**config.mk**
```make
export PLATFORM = sky130hd
export DESIGN_NAME = fde_sequencer
export DESIGN_NICKNAME = d
export VERILOG_FILES = /design/src/rtl/fde_sequencer.sv
export SDC_FILE = /design/constraint.sdc
export NUM_CORES = 1
export LEC_CHECK = 0
export ABC_AREA = 1
export CORE_ASPECT_RATIO = 1.25
export CORE_MARGIN = 5
export CORE_UTILIZATION = 40
export DETAILED_ROUTE_END_ITERATION = 10
export GPL_ROUTABILITY_DRIVEN = 0
export PLACE_DENSITY = 0.71
export SLEW_MARGIN = 25
export SYNTH_ARGS = -nofsm -noshare
export SYNTH_HDL_FRONTEND = slang
export SYNTH_SLANG_ARGS = --single-unit
```
**constraint.sdc**
```tcl
create_clock -name clk -period 1.4 [get_ports clk]
set_input_delay 0.14 -clock clk [delete_from_list [all_inputs] [get_ports clk]]
set_output_delay 0.14 -clock clk [all_outputs]
set_load 0.05 [all_outputs]
```
**src/rtl/fde_sequencer.sv**
```systemverilog
// ---------------------------------------------------------------------------
// fde_sequencer
// Multi-cycle fetch/decode/execute control FSM for the simple_cpu datapath.
// It issues instruction reads, tolerates memory wait states with a timeout,
// decodes the latched opcode, and drives one-cycle strobes to the PC,
// instruction register, ALU and regA. It supports free-run, single-step and
// halt modes, and it counts retired instructions.
//
// Ports
//   clk          system clock, rising edge
//   rst          asynchronous active-high reset
//   run          enable: leave IDLE and keep fetching
//   step_mode    pause in STEPWAIT after each instruction
//   step         one-cycle pulse that releases STEPWAIT
//   mem_ready    instruction memory data valid this cycle
//   opcode       opcode field of the instruction memory output
//   mem_rd       instruction read request
//   ir_load      load instruction register
//   pc_inc       PC <= PC + 1
//   pc_load      PC <= jump target
//   rega_we      regA write enable
//   alu_op       0 PASS, 1 ADD, 2 SUB
//   retire       pulse when an instruction completes EXECUTE
//   illegal      pulse for an undefined opcode in EXECUTE
//   fault        sticky fetch-timeout flag
//   halted       high in HALT
//   state        current state encoding
//   instr_count  retired-instruction count (wraps)
// ---------------------------------------------------------------------------
module fde_sequencer #(
    parameter int OPW     = 4,
    parameter int TIMEOUT = 15,
    parameter int CNTW    = 16
) (
    input  logic            clk,
    input  logic            rst,
    input  logic            run,
    input  logic            step_mode,
    input  logic            step,
    input  logic            mem_ready,
    input  logic [OPW-1:0]  opcode,
    output logic            mem_rd,
    output logic            ir_load,
    output logic            pc_inc,
    output logic            pc_load,
    output logic            rega_we,
    output logic [1:0]      alu_op,
    output logic            retire,
    output logic            illegal,
    output logic            fault,
    output logic            halted,
    output logic [2:0]      state,
    output logic [CNTW-1:0] instr_count
);

    localparam int WCW = $clog2(TIMEOUT + 1);

    localparam logic [OPW-1:0] OP_NOP  = OPW'(0);
    localparam logic [OPW-1:0] OP_LOAD = OPW'(1);
    localparam logic [OPW-1:0] OP_ADD  = OPW'(2);
    localparam logic [OPW-1:0] OP_SUB  = OPW'(3);
    localparam logic [OPW-1:0] OP_JMP  = OPW'(4);
    localparam logic [OPW-1:0] OP_HALT = {OPW{1'b1}};

    localparam logic [1:0] ALU_PASS = 2'd0;
    localparam logic [1:0] ALU_ADD  = 2'd1;
    localparam logic [1:0] ALU_SUB  = 2'd2;

    typedef enum logic [2:0] {
        S_IDLE     = 3'd0,
        S_FETCH    = 3'd1,
        S_MEMWAIT  = 3'd2,
        S_DECODE   = 3'd3,
        S_EXECUTE  = 3'd4,
        S_STEPWAIT = 3'd5,
        S_HALT     = 3'd6
    } state_t;

    state_t           r_state;
    state_t           w_state_next;
    logic [OPW-1:0]   r_opcode;
    logic [WCW-1:0]   r_wait_cnt;
    logic             r_fault;
    logic [CNTW-1:0]  r_instr_count;
    logic             w_timeout;
    logic             w_set_fault;

    // The current MEMWAIT cycle is the TIMEOUT-th one when the counter
    // (cleared in FETCH) still holds TIMEOUT-1.
    assign w_timeout = (r_wait_cnt == WCW'(TIMEOUT - 1));

    // -----------------------------------------------------------------------
    // State and datapath-control registers
    // -----------------------------------------------------------------------
    always_ff @(posedge clk or posedge rst) begin
        if (rst) begin
            r_state       <= S_IDLE;
            r_opcode      <= '0;
            r_wait_cnt    <= '0;
            r_fault       <= 1'b0;
            r_instr_count <= '0;
        end else begin
            r_state <= w_state_next;
            if (ir_load) begin
                r_opcode <= opcode;
            end
            if (r_state == S_FETCH) begin
                r_wait_cnt <= '0;
            end else if (r_state == S_MEMWAIT) begin
                r_wait_cnt <= r_wait_cnt + WCW'(1);
            end
            if (w_set_fault) begin
                r_fault <= 1'b1;
            end
            if (retire) begin
                r_instr_count <= r_instr_count + CNTW'(1);
            end
        end
    end

    // -----------------------------------------------------------------------
    // Next state and strobe decode
    // -----------------------------------------------------------------------
    always_comb begin
        w_state_next = r_state;
        w_set_fault  = 1'b0;
        mem_rd       = 1'b0;
        ir_load      = 1'b0;
        pc_inc       = 1'b0;
        pc_load      = 1'b0;
        rega_we      = 1'b0;
        alu_op       = ALU_PASS;
        retire       = 1'b0;
        illegal      = 1'b0;

        case (r_state)
            S_IDLE: begin
                if (run) begin
                    w_state_next = S_FETCH;
                end
            end

            S_FETCH: begin
                mem_rd = 1'b1;
                if (mem_ready) begin
                    ir_load      = 1'b1;
                    pc_inc       = 1'b1;
                    w_state_next = S_DECODE;
                end else begin
                    w_state_next = S_MEMWAIT;
                end
            end

            S_MEMWAIT: begin
                mem_rd = 1'b1;
                // Data arriving in the last allowed cycle still wins.
                if (mem_ready) begin
                    ir_load      = 1'b1;
                    pc_inc       = 1'b1;
                    w_state_next = S_DECODE;
                end else if (w_timeout) begin
                    w_set_fault  = 1'b1;
                    w_state_next = S_HALT;
                end
            end

            S_DECODE: begin
                w_state_next = S_EXECUTE;
            end

            S_EXECUTE: begin
                retire = 1'b1;
                case (r_opcode)
                    OP_NOP:  ;
                    OP_LOAD: begin
                        rega_we = 1'b1;
                        alu_op  = ALU_PASS;
                    end
                    OP_ADD: begin
                        rega_we = 1'b1;
                        alu_op  = ALU_ADD;
                    end
                    OP_SUB: begin
                        rega_we = 1'b1;
                        alu_op  = ALU_SUB;
                    end
                    OP_JMP:  pc_load = 1'b1;
                    OP_HALT: ;
                    default: illegal = 1'b1;
                endcase

                if (r_opcode == OP_HALT) begin
                    w_state_next = S_HALT;
                end else if (!run) begin
                    w_state_next = S_IDLE;
                end else if (step_mode) begin
                    w_state_next = S_STEPWAIT;
                end else begin
                    w_state_next = S_FETCH;
                end
            end

            S_STEPWAIT: begin
                if (!run) begin
                    w_state_next = S_IDLE;
                end else if (step || !step_mode) begin
                    w_state_next = S_FETCH;
                end
            end

            S_HALT: begin
                w_state_next = S_HALT;
            end

            default: begin
                w_state_next = S_IDLE;
            end
        endcase
    end

    assign fault       = r_fault;
    assign halted      = (r_state == S_HALT);
    assign state       = r_state;
    assign instr_count = r_instr_count;

endmodule
```
# ---- Yosys cells after proc, flatten, opt, wreduce, memory -nomap -nowiden
# Cells that the tools add are included.
dict set report word_totals {
  reg_bits 28
  inputBits 10
  output_inout_bits 30
  elab_cells 58
}
dict set report classes {
  add_sub_neg 2
  n_eq_ne 15
  muxes 27
  reduce_logical 9
}
# operator n
set ops {}
lappend ops {{$mux 3} 8}
lappend ops {{$pmux 3 s7} 1}
lappend ops {{$add 16x1->16 const B} 1}
lappend ops {{$mux 1} 14}
lappend ops {{$eq 3x3->1 const B} 3}
lappend ops {{$eq 4x2->1 const B} 2}
lappend ops {{$eq 4x4->1 const B} 2}
lappend ops {{$mux 4} 2}
lappend ops {{$eq 3x2->1 const B} 2}
lappend ops {{$ne 3x3->1 const B} 2}
lappend ops {{$reduce_or 6->1} 1}
lappend ops {{$add 4x1->4 const B} 1}
lappend ops {{$eq 4x1->1 const B} 1}
lappend ops {{$eq 4x3->1 const B} 1}
lappend ops {{$logic_not 4->1} 1}
lappend ops {{$pmux 2 s2} 1}
lappend ops {{$eq 3x1->1 const B} 1}
lappend ops {{$logic_not 3->1} 1}
lappend ops {{$reduce_and 3->1} 1}
lappend ops {{$reduce_or 3->1} 1}
lappend ops {{$mux 2} 1}
lappend ops {{$ne 2x2->1 const B} 1}
lappend ops {{$reduce_bool 2->1} 1}
lappend ops {{$reduce_or 2->1} 1}
lappend ops {{other kinds (2)} 2}

# ---- Longest topological paths before layout
# Gate-level depths: netlist of run 1.
dict set report depth {
  ltp_word 5
  ltp_mapped 9
  mapped_depth_nobuf 9
}

# ---- Worst setup path after synthesis of run 1
# No wires, ideal clock.
dict set report synth_timing {
  path_kind {register -> output}
  from {reg r_state[0], in the netlist state[0]}
  to {out illegal}
  arrival_ns 2.682
  required_time_ns 1.260
  path_slack_ns -1.422
  path_stages_with_launch 6
  path_buffers 0
  path_cell_list {dfrtp_1 -> nor2_4 -> nand2_4 -> inv_1 -> nand2_1 -> nor3b_1}
}
dict set report synth_between {
  elab_chain_cells 2
}
# element line
set synth_lines {}
lappend synth_lines {{start, declared} 79} ;# state_t r_state;
lappend synth_lines {{start signal, assigned} 103} ;# r_state <= w_state_next;
lappend synth_lines {{$eq 3x3->1} 136} ;# case (r_state)
lappend synth_lines {{$mux 1} 136}
lappend synth_lines {{end, declared} 49} ;# output logic illegal,
# Every way passes these cells.

# ---- Worst setup path in the final report of run 1
dict set report layout_timing {
  from {reg r_state[1], in the netlist state[1]}
  to {out illegal}
}
# The elaborated chain is that of the path after synthesis.

==> results of run 1 <==
==> stage by stage <==
stage                     std cells  utilization  setup WS [ns]
after floorplan                 192            -         -0.488
after CTS                       306        0.725         -0.236
after detailed placement        291        0.671        -0.0892
after global placement          291        0.671        -0.0845
after global routing            314        0.760         -0.401
final                           314        0.760         -0.347
==> cell usage in the layout (no fill, tap or decap), drive strengths merged, types with 2 or more instances in the layout <==
cell and count:
nand2 63, clkdlybuf4s50 9, dfrtp 28, clkbuf 4, nand3 10, nor2 25
nor3 7, nand3b 2, buf 70, xnor2 4, o21ai 6, nand4 5
xor2 9, ha 3, clkinvlp 2, inv 23
==> path summary, 6_finish.rpt <==
check | from | slack [ns] | end
worst max-delay path | state[1] | -0.35 | illegal
worst min-delay path | rst | 0.22 | fault
worst max register to register | state[1] | -0.23 | instr_count[15]
worst min register to register | instr_count[3] | 0.54 | instr_count[3]
max in group asynchronous | rst | 0.88 | state[2]
min in group clk | opcode[0] | 0.38 | r_opcode[0]
==> area by class of cell <==
cell class | instances | area (um^2)
timing repair buffer | 79 | 1040
fill | 241 | 885
multi-input combinational | 138 | 847
sequential | 28 | 713
inverter | 25 | 101
clock buffer | 4 | 55.1
tap | 40 | 50.0
==> power by group through the flow <==
stage / clock network [mW] / logic [mW] / registers (mW)
floorplan: 0 / 1.07 / 1.56
global placement: 0 / 2.65 / 1.27
detailed placement: 0 / 2.68 / 1.27
CTS: 0.526 / 2.97 / 1.26
global route: 0.547 / 3.43 / 1.30
finish: 0.502 / 3.25 / 1.28
==> cells by family (layout without fill, tap and decap cells) <==
family | Yosys count | in the layout | synth area share
xor gates and xnor gates | 13 | 13 | 0.0760
AOI/OAI and AO/OA | 9 | 9 | 0.0326
and+or+nand+nor | 113 | 113 | 0.331
DFF | 28 | 28 | 0.467
buffers and inverters | 26 | 108 | 0.0676
adders and majority gates | 3 | 3 | 0.0250
==> critical path: cells and delay by family, from the launching register on <==
kind | cells | cell delay [ns]
buffers and inverters | 2 | 0.28
and+or+nand+nor | 4 | 0.58
DFF | 1 | 0.47
==> registers in the layout, summed over array words and instances (netlist names) <==
register,cells
instr_count,16
r_opcode,4
r_wait_cnt,4
state,3
fault,1
==> per-layer routing <==
metal	wire length (um)	part of all wire	up-vias	track usage
met5	0	0	-	0
met4	108	0.024	0	0.0782
met3	182	0.040	7	0.0243
met2	2610	0.57	48	0.306
met1	1700	0.37	793	0.173
li1	-	-	763	-
==> timing repair <==
item	CTS	global route
resized for setup	14	21
setup buffers	13	8
gates cloned	0	0
pin swaps	9	6
setup endpoints to repair	10	36
==> results.json, run 1 <==
{
  "setup_violations": 22,
  "dr.first_iter.drc_count": 54,
  "die_x_um": 64.8,
  "rsz0062_at_grt": "yes",
  "die_area_mm2": 0.00508,
  "via_count": 1611,
  "slew_viol_final": 0,
  "drc": 0,
  "die_y_um": 78.4,
  "totalWireLength_mm": 4.59,
  "power.net_switching_mw": 2.22,
  "grt.total_usage": 0.163,
  "start_util": 0.406,
  "p_int_mw": 2.82,
  "drive_above_1_share": 0.401,
  "path_class": "flip-flop to output pin",
  "antenna_found_initial": 0,
  "fin_area_mm2": 0.00281,
  "fmax_mhz": 572,
  "dpl_cell_area_mm2": 0.00247,
  "ys_seq_area_frac": 0.467,
  "min_path_type": "primary input to asynchronous set/reset pin",
  "post-route-min-period_ns": 1.75,
  "synth_ff_type": "dfrtp_1",
  "drt_first_pass_iters": 4,
  "io_buffers": 39,
  "holdBufCountCts": 0,
  "hold_viol_final": 0,
  "path_max_fanout": 5,
  "cts_tree": "built",
  "yosysUniqueCellTypes": 21,
  "critical_path.slowest_cell": "dfrtp_2",
  "diodes": 0,
  "post_drt_wl_per_cell_um": 14.6,
  "clockBufferDepth": 2,
  "yosysTopAreaCellShare": 0.467,
  "ys.warnings.count": 0,
  "ios": 40,
  "synth.area.top_cells": "dfrtp_1, nand2_1, inv_1",
  "clkSlewWorstSetupHoldPaths_ns": 0.09,
  "cts.htree.levels": 1,
  "yosys-top-cells-count": "nand2_1, dfrtp_1, inv_1, nor2_1, nand3_1",
  "clock-sinks": 28,
  "status": "finished, violations left",
  "power.leakage_nw": 1.36,
  "syn_area_mm2": 0.00150,
  "core_area_mm2": 0.00369,
  "synth_edf_count": 0,
  "p_total_mw": 5.04,
  "violations": "setup timing",
  "layout_setup_ws_ns": -0.347,
  "rows": 25,
  "hpwl_mm": 2.83,
  "clock_latency_ns": 0.28,
  "slew_headroom": 0.756,
  "syn_inst": 192,
  "vdd_drop_max_uv": 1850,
  "grt_pass1_vias": 1536,
  "nets": 288,
  "numCtsBuffers": 3,
  "seq_power_share": 0.254,
  "crit_arrival_ns": 1.61,
  "skew_ns": 0.00393,
  "synth_seq_cells": 28,
  "max_stage_delay_ns": 0.47,
  "switching_share": 0.441,
  "overflow": 0,
  "fin_crit_sh": 1.25,
  "final.setup.tns_ns": -3.87,
  "cts_root_buf": "clkbuf_8",
  "tightestPinTransition_ns": 0.367,
  "synth_fp_nets": 205,
  "synth_largest_area_cell": "dfrtp_1",
  "grt_max_degree": 29,
  "yosysMostFrequentCell": "nand2_1",
  "start_kind": "flip-flop",
  "async_flop_share": 1.00,
  "cp.required_ns": 1.26,
  "ant_nets": 0,
  "power.density_mw_per_mm2": 1790,
  "reg2regPathDepth": 10,
  "p_comb_frac": 0.646,
  "path_cells": "nor2_4, nand2_4, clkinvlp_4, nand2_2, nor3b_4, buf_12",
  "vias_per_cell": 5.13,
  "grt_pass1_wl_mm": 6.49,
  "timing.hold.ws_ns": 0.218,
  "end_kind": "output pin",
  "synthToLayoutAreaGrowth_pct": 87.2,
  "clkPwrFrac": 0.100,
  "post_synth.cell_area_avg_um2": 7.81,
  "maxCapViolCount": 0
}
Note: power is estimated with default switching activity, not from simulation.
==> run 2: changes to the inputs <==
--- a/config.mk
+++ b/config.mk
@@ -9,6 +9,7 @@
 export CORE_ASPECT_RATIO = 1.25
 export CORE_MARGIN = 5
 export CORE_UTILIZATION = 40
+export CTS_BUF_LIST = sky130_fd_sc_hd__clkbuf_4
 export DETAILED_ROUTE_END_ITERATION = 10
 export GPL_ROUTABILITY_DRIVEN = 0
 export PLACE_DENSITY = 0.71
==> run 2 against run 1 <==
The run still ends with setup timing left. Utilization increased by 0.14 points. Clock-buffer cell count decreased by 1. Critical path type unchanged. Register-to-register slack improved by 0.07 ns. Global-route usage decreased by 0.51 points. First-iteration DRC count increased by 3.7%. Critical endpoint is now mem_rd.
==> results.json, run 2 (synthesis results as in run 1) <==
{
  "nets": 287,
  "grt_pass1_vias": 1527,
  "drc": 0,
  "clkSlewWorstSetupHoldPaths_ns": 0.15,
  "ios": 40,
  "drt_first_pass_iters": 4,
  "layout_setup_ws_ns": -0.344,
  "synthToLayoutAreaGrowth_pct": 87.6,
  "cts.htree.levels": 1,
  "p_total_mw": 4.98,
  "r2r_start": "state[0]",
  "fin_area_mm2": 0.00281,
  "p_int_mw": 2.75,
  "switching_share": 0.447,
  "cts_root_buf": "clkbuf_4",
  "grt_max_degree": 29,
  "numCtsBuffers": 3,
  "start_kind": "flip-flop",
  "cp.required_ns": 1.26,
  "setup_violations": 27,
  "power.density_mw_per_mm2": 1770,
  "slew_headroom": 0.757,
  "rows": 25,
  "die_x_um": 64.8,
  "max_stage_delay_ns": 0.46,
  "hold_viol_final": 0,
  "grt_pass1_wl_mm": 6.31,
  "clkPwrFrac": 0.069,
  "timing.hold.ws_ns": 0.151,
  "tightestPinTransition_ns": 0.365,
  "violations": "setup timing",
  "fmax_mhz": 573,
  "antenna_found_initial": 0,
  "clock_latency_ns": 0.33,
  "status": "finished, violations left",
  "holdBufCountCts": 0,
  "clockBufferDepth": 2,
  "die_area_mm2": 0.00508,
  "via_count": 1539,
  "vdd_drop_max_uv": 1610,
  "start_util": 0.406,
  "crit_start": "state[1]",
  "ant_nets": 0,
  "skew_ns": 0.00157,
  "power.leakage_nw": 1.37,
  "slew_viol_final": 0,
  "end_kind": "output pin",
  "crit_top_cell": "buf_6",
  "io_buffers": 39,
  "clock-sinks": 28,
  "drive_above_1_share": 0.418,
  "post_drt_wl_per_cell_um": 13.3,
  "layout_common_cells": "nand2_1, buf_12, buf_4",
  "grt.total_usage": 0.158,
  "final.setup.tns_ns": -4.21,
  "crit_arrival_ns": 1.60,
  "n_fill_cell": 237,
  "core_area_mm2": 0.00369,
  "layout_commonest_cell": "nand2_1",
  "overflow": 0,
  "hpwl_mm": 2.83,
  "seq_power_share": 0.257,
  "rsz0062_at_grt": "yes",
  "dpl_cell_area_mm2": 0.00247,
  "min_path_type": "primary input to asynchronous set/reset pin",
  "diodes": 0,
  "maxCapViolCount": 0,
  "fin_crit_sh": 1.25,
  "vias_per_cell": 4.92,
  "path_class": "flip-flop to output pin",
  "cts_tree": "built",
  "critical_path.slowest_cell": "dfrtp_2",
  "dr.first_iter.drc_count": 56,
  "p_comb_frac": 0.674,
  "post-route-min-period_ns": 1.74,
  "totalWireLength_mm": 4.17,
  "path_max_fanout": 5,
  "pre_cts_slack_ns": -0.0892,
  "path_cells": "nor2_4, buf_4, buf_6, buf_6, nor3_4, buf_12",
  "power.net_switching_mw": 2.22,
  "largest_reg_flops": 16,
  "die_y_um": 78.4
}
run 2: worst paths after layout:
check | endpoint | slack [ns] | cells past startpoint
max in group asynchronous | state[2] | 0.95 | 3
worst min register to register | r_wait_cnt[0] | 0.55 | 1
worst min-delay path | instr_count[1] | 0.15 | 3
min in group clk | r_opcode[0] | 0.32 | 3
worst max-delay path | mem_rd | -0.34 | 6
worst max register to register | instr_count[15] | -0.16 | 10
run 2: metal layers:
metal	track usage	wire length [um]	vias up
met4	0.0634	72	0
li1	-	-	765
met5	0	0	-
met1	0.165	1530	726
met2	0.309	2390	41
met3	0.0172	177	7
run 2: worst max-delay path: cells and delay by family, from the launching register on:
family,cells,cell delay [ns]
AND/OR/NAND/NOR,2,0.28
flip-flops,1,0.46
buffers and inverters,4,0.52
run 2: timing repair:
action,4_1_cts,5_1_grt
endpoints found under the setup margin,10,37
pin swaps,9,3
gates resized for setup,16,36
setup buffers,14,8
endpoints found under the hold margin,0,0
run 2: metrics by stage:
stage | instances | utilization
6_report | 313 | 0.762
5_1_grt | 313 | 0.762
4_1_cts | 306 | 0.718
3_5_place_dp | 291 | 0.671
3_3_place_gp | 291 | 0.671
2_1_floorplan | 192 | -
run 2: cell type report:
cell class	count	area (um^2)	share of cell area
clock buffer	3	22.5	0.00801
timing repair buffer	78	1040	0.370
multi-input combinational	138	876	0.312
inverter	25	106	0.0378
sequential	28	713	0.254
clock inverter	1	3.75	0.00134
tap	40	50.0	0.0178
run 2: power groups by stage:
stage | registers [mW] | logic [mW] | clock network (mW)
after global placement | 1.27 | 2.65 | 0
final | 1.28 | 3.36 | 0.343
after CTS | 1.26 | 2.98 | 0.349
after detailed placement | 1.27 | 2.68 | 0
after floorplan | 1.56 | 1.07 | 0
after global routing | 1.31 | 3.56 | 0.370
